## config.mk

```make
export PLATFORM = sky130hd
export DESIGN_NAME = fifo_burst_reader
export DESIGN_NICKNAME = d
export VERILOG_FILES = /design/src/rtl/fifo_burst_reader.sv
export SDC_FILE = /design/constraint.sdc
export NUM_CORES = 1
export LEC_CHECK = 0
export CAP_MARGIN = 20
export CORE_MARGIN = 2
export CORE_UTILIZATION = 30
export CTS_CLUSTER_DIAMETER = 60
export DETAILED_ROUTE_END_ITERATION = 8
export SLEW_MARGIN = 30
export SYNTH_ARGS = -nofsm -noshare
export SYNTH_HDL_FRONTEND = slang
export SYNTH_SLANG_ARGS = --single-unit
```

## constraint.sdc

```tcl
create_clock -name clk -period 6.79 [get_ports clk]
set_clock_uncertainty 0.05 [all_clocks]
set_input_delay 1.358 -clock clk [delete_from_list [all_inputs] [get_ports clk]]
set_output_delay 1.358 -clock clk [all_outputs]
set_load 0.01 [all_outputs]
```

## src/rtl/fifo_burst_reader.sv

```systemverilog
// Read-side burst engine for the synchronous FIFO: pulls burst_len words and forwards
// them on a valid/ready stream, hiding the FIFO's one-cycle read latency in a 2-entry buffer.
module fifo_burst_reader #(
    parameter int DATA_WIDTH = 8,
    parameter int ADDR_WIDTH = 5,
    parameter int LEN_WIDTH  = ADDR_WIDTH + 1
) (
    input  logic                  clk,
    input  logic                  reset,
    input  logic                  start,
    input  logic [LEN_WIDTH-1:0]  burst_len,
    output logic                  busy,
    output logic                  done,
    output logic                  Read_enable,
    input  logic                  empty,
    input  logic [DATA_WIDTH-1:0] data_out,
    output logic                  m_valid,
    output logic [DATA_WIDTH-1:0] m_data,
    output logic                  m_last,
    input  logic                  m_ready,
    output logic [1:0]            state_dbg
);

    // Stream handshake: a beat transfers on a rising edge where m_valid && m_ready;
    // m_valid, m_data and m_last hold steady while m_valid && !m_ready.
    typedef enum logic [1:0] {IDLE, RUN, FLUSH, DONE} state_t;

    state_t                state, state_nxt;
    logic [LEN_WIDTH-1:0]  remaining;
    logic [LEN_WIDTH-1:0]  to_deliver;
    logic                  inflight;
    logic [1:0]            occ;
    logic [DATA_WIDTH-1:0] buf0;
    logic [DATA_WIDTH-1:0] buf1;
    logic                  pop;
    logic [2:0]            credit_used;

    assign pop         = m_valid && m_ready;
    // Slots that will be held after this edge: buffered words plus the word in flight.
    assign credit_used = {1'b0, occ} + {2'b00, inflight} - {2'b00, pop};

    assign busy      = (state != IDLE);
    assign done      = (state == DONE);
    assign m_valid   = (occ != 2'd0);
    assign m_data    = buf0;
    assign m_last    = m_valid && (to_deliver == LEN_WIDTH'(1));
    assign state_dbg = state;

    always_comb begin
        state_nxt   = state;
        Read_enable = 1'b0;
        unique case (state)
            IDLE: begin
                if (start) begin
                    state_nxt = (burst_len == '0) ? DONE : RUN;
                end
            end
            RUN: begin
                Read_enable = !reset && !empty && (remaining != '0) && (credit_used < 3'd2);
                if (Read_enable && (remaining == LEN_WIDTH'(1))) begin
                    state_nxt = FLUSH;
                end
            end
            FLUSH: begin
                if (pop && (to_deliver == LEN_WIDTH'(1))) begin
                    state_nxt = DONE;
                end
            end
            DONE: begin
                state_nxt = IDLE;
            end
            default: begin
                state_nxt = IDLE;
            end
        endcase
    end

    always_ff @(posedge clk) begin
        if (reset) begin
            state      <= IDLE;
            remaining  <= '0;
            to_deliver <= '0;
            inflight   <= 1'b0;
            occ        <= 2'd0;
            buf0       <= '0;
            buf1       <= '0;
        end else begin
            state    <= state_nxt;
            inflight <= Read_enable;
            if (state == IDLE && start) begin
                remaining  <= burst_len;
                to_deliver <= burst_len;
            end else begin
                if (Read_enable) remaining <= remaining - LEN_WIDTH'(1);
                if (pop)         to_deliver <= to_deliver - LEN_WIDTH'(1);
            end
            // buf0 is the head; a word arriving from the FIFO lands behind whatever survives the pop.
            unique case ({inflight, pop})
                2'b10: begin
                    if (occ == 2'd0) buf0 <= data_out;
                    else             buf1 <= data_out;
                    occ <= occ + 2'd1;
                end
                2'b01: begin
                    buf0 <= buf1;
                    occ  <= occ - 2'd1;
                end
                2'b11: begin
                    if (occ == 2'd1) begin
                        buf0 <= data_out;
                    end else begin
                        buf0 <= buf1;
                        buf1 <= data_out;
                    end
                end
                default: begin
                end
            endcase
        end
    end

endmodule

```

==> reports/metrics.yaml <==
final_layout:
  postLayoutCoreUtil_pct: 39.9
  fin_nets: 272
  area_growth_pct: 28.5
  n_antenna_cell: 0
  fin_area_um2: 2360
  drive_above_1_share_pct: 6.69
  fin_cells: 314
  regArea_um2: 661
  fillCellCount: 589
  multi_input_area_um2: 1090
die:
  io_pins: 34
  start_util_pct: 31.0
  dieHeight_um: 82.3
  die_area_um2: 6770
  fp-row-count: 28
  die_w_um: 82.3
  core_area_um2: 5920
yosys:
  yosysSeqAreaShare_pct: 35.9
  synth_seq_cells: 33
  yosysWarnings: 0
  netlist_instances: 204
  synth_area_um2: 1840
  avgSynthCellArea_um2: 9.01
  syn_nets: 238
  ys_types: 48
pwr:
  ir_drop_mv: 0.138
  finalPower_mw: 0.989
  p_per_area_nw_per_um2: 419
  pwr-share-seq_pct: 31.5
  p_clk_share_pct: 19.4
  switching_power_mw: 0.393
  p_int_mw: 0.596
  switching_share_pct: 39.7
  pwr-share-comb_pct: 49.1
  power_leakage_nw: 0.849
timing:
  fin_crit_sh_pct: 85.9
  fmax_ghz: 0.171
  tns_ns: 0
  setup_viol: 0
  rsz0062_at_grt: "no"
  min_period_ns: 5.83
  worst_pin_slew_ns: 0.681
  hold_viol_final: 0
  relSlewSlack_pct: 54.6
  hold-worst-slack_ns: 0.445
  fin_ws_ns: 0.956
  final_max_slew_viol_count: 0
route:
  dr.pass1.iters: 4
  wirelength_mm: 4.20
  drt_iter0_drc: 86
  wl_per_cell_um: 13.4
  dr_total_vias: 1568
  drt-vias-per-instance: 4.99
  ant_nets: 0
  drc: 0
worst_setup_path:
  cp.required_ns: 5.38
  arrival_ns: 4.43
  worst-setup-path-type: "in2out"
  crit_path_max_fanout: 10
  endpoint_kind: "output port"
  cp-startpoint: "m_ready"
  crit_path_start_kind: "input port"
  timing.rr.start: "occ[0]"
grt:
  grt_max_degree: 33
  met2_usage_pct: 20.5
  grt.busiest_layer: "met2"
  overflow: 0
  grt_pass1_wl_mm: 7.02
  grt_pass1_vias: 1520
  grt_usage_pct: 13.7
  grt_use_met3_pct: 3.70
  grt_use_met1_pct: 18.4
  antenna_found_initial: 0
clock_tree:
  clkTransAtPathRegs_ns: 0.07
  insertion_delay_ns: 0.29
  cts.sinks: 33
  ctsResizeCount: 0
  cts_tree: "yes"
  postCtsSetupRepairBufs: 0
  root_buffer: "clkbuf_8"
  cts_buffers: 5
  ctsLongestPathBuffers: 2
  h-tree-depth: 2
  cts_hold_buffers: 0
placed_design:
  placed_area_um2: 2250
  io_buffers: 33
  hpwl_mm: 3.09
  routabilityCongestion: 0.789
  place_ws_ns: 0.948
  place_inst: 306
run_status:
  outcome: "finished clean"
flow_run:
  drv_cap: 0
hold_path:
  hp-class: "reg2reg"
  holdCritStartpoint: "m_data[3]"
==> area by class of cell <==
class	instances	share of cell area, %
clock buffer	7	3.65
timing repair buffer	35	14.6
clock inverter	1	1.27
sequential	33	28.0
tap	75	3.97
multi-input combinational	149	46.3
inverter	14	2.22
==> cells in the mapped netlist (all sizes together) <==
| cell | n | area share [%] |
|---|---|---|
| inv | 14 | 2.9 |
| nor3b | 1 | 0.41 |
| o41ai | 1 | 0.89 |
| a31oi | 1 | 0.34 |
| nand2 | 5 | 1.0 |
| xor2 | 5 | 2.4 |
| a211oi | 2 | 0.82 |
| dfxtp | 33 | 36 |
| nor4bb | 1 | 0.54 |
| o21bai | 3 | 1.2 |
| nand3b | 2 | 0.82 |
| fa | 1 | 1.1 |
| o211ai | 1 | 0.41 |
| o31a | 2 | 0.95 |
| mux2i | 10 | 5.4 |
| nand2b | 5 | 1.7 |
| o31ai | 1 | 0.41 |
| nor4b | 1 | 0.48 |
| nor2 | 27 | 5.5 |
| or4 | 2 | 0.82 |
| or4b | 1 | 0.54 |
| and2 | 2 | 0.68 |
| a21bo | 1 | 0.54 |
| xnor2 | 3 | 1.4 |
| a41o | 1 | 0.54 |
| nand3 | 2 | 0.54 |
| o21ai | 2 | 0.54 |
| a21oi | 10 | 2.9 |
| nor2b | 1 | 0.34 |
| o221ai | 1 | 0.48 |
| or2 | 1 | 0.34 |
| nor3 | 15 | 4.1 |
| o311a | 2 | 1.1 |
| clkbuf | 4 | 0.82 |
| buf | 4 | 0.88 |
| or3 | 1 | 0.34 |
| ha | 14 | 9.5 |
| nor4 | 6 | 2.4 |
| nand4 | 3 | 1.0 |
| a2111oi | 2 | 2.0 |
| a221oi | 9 | 4.3 |
| or3b | 1 | 0.61 |
==> power groups by stage <==
stage          logic (mW)  registers (mW)  clock network (mW)
2_1_floorplan       0.330           0.312                   0
3_3_place_gp        0.482           0.316                   0
3_5_place_dp        0.485           0.316                   0
4_1_cts             0.488           0.312               0.197
5_1_grt             0.546           0.323               0.207
6_report            0.485           0.312               0.192
==> sequential cells by signal, indices dropped and copies added, names as in the netlist <==
name	flops
state_dbg	2
to_deliver	6
m_data	8
occ	2
buf1	8
inflight	1
remaining	6
==> final timing paths <==
check | cells past startpoint | slack, ns | end
worst max-delay path | 9 | 0.96 | Read_enable
worst min-delay path | 2 | 0.45 | m_data[3]
worst max register to register | 11 | 3.51 | remaining[5]
worst min register to register | 2 | 0.45 | m_data[3]
==> kinds of logic after synthesis <==
logic type	synth area share, %
adder cells (fa/ha/maj)	10.6
AND/OR/NAND/NOR	22.2
buffers and inverters	4.56
XOR/XNOR	3.81
AO/OA/AOI/OAI	17.4
multiplexers	5.45
flip-flops	35.9
==> cell usage in the layout, fill, tap and decap left out, types with 6 or more instances in the layout <==
cell and n:
a21oi_1 9, a221oi_1 9, clkdlybuf4s50_1 33, clkbuf_8 6, nor3_1 15, mux2i_1 10, dfxtp_1 33, inv_1 12
nor2_1 27, ha_1 14
==> critical path, stage by stage <==
cell and delay [ns]:
clkdlybuf4s50_1 0.55, nand2b_1 0.20, nor2_1 0.22, o21ai_1 0.11
fa_1 0.48, or3b_4 0.40, a2111oi_4 0.32, buf_4 0.23
clkdlybuf4s50_1 0.55
==> routing by layer <==
layer | vias to the layer above | share of wire [%]
li1 | 807 | -
met1 | 736 | 50
met2 | 19 | 45
met3 | 6 | 2.6
met4 | 0 | 2.3
met5 | - | 0
No activity file was read; power rests on OpenSTA's default activity.
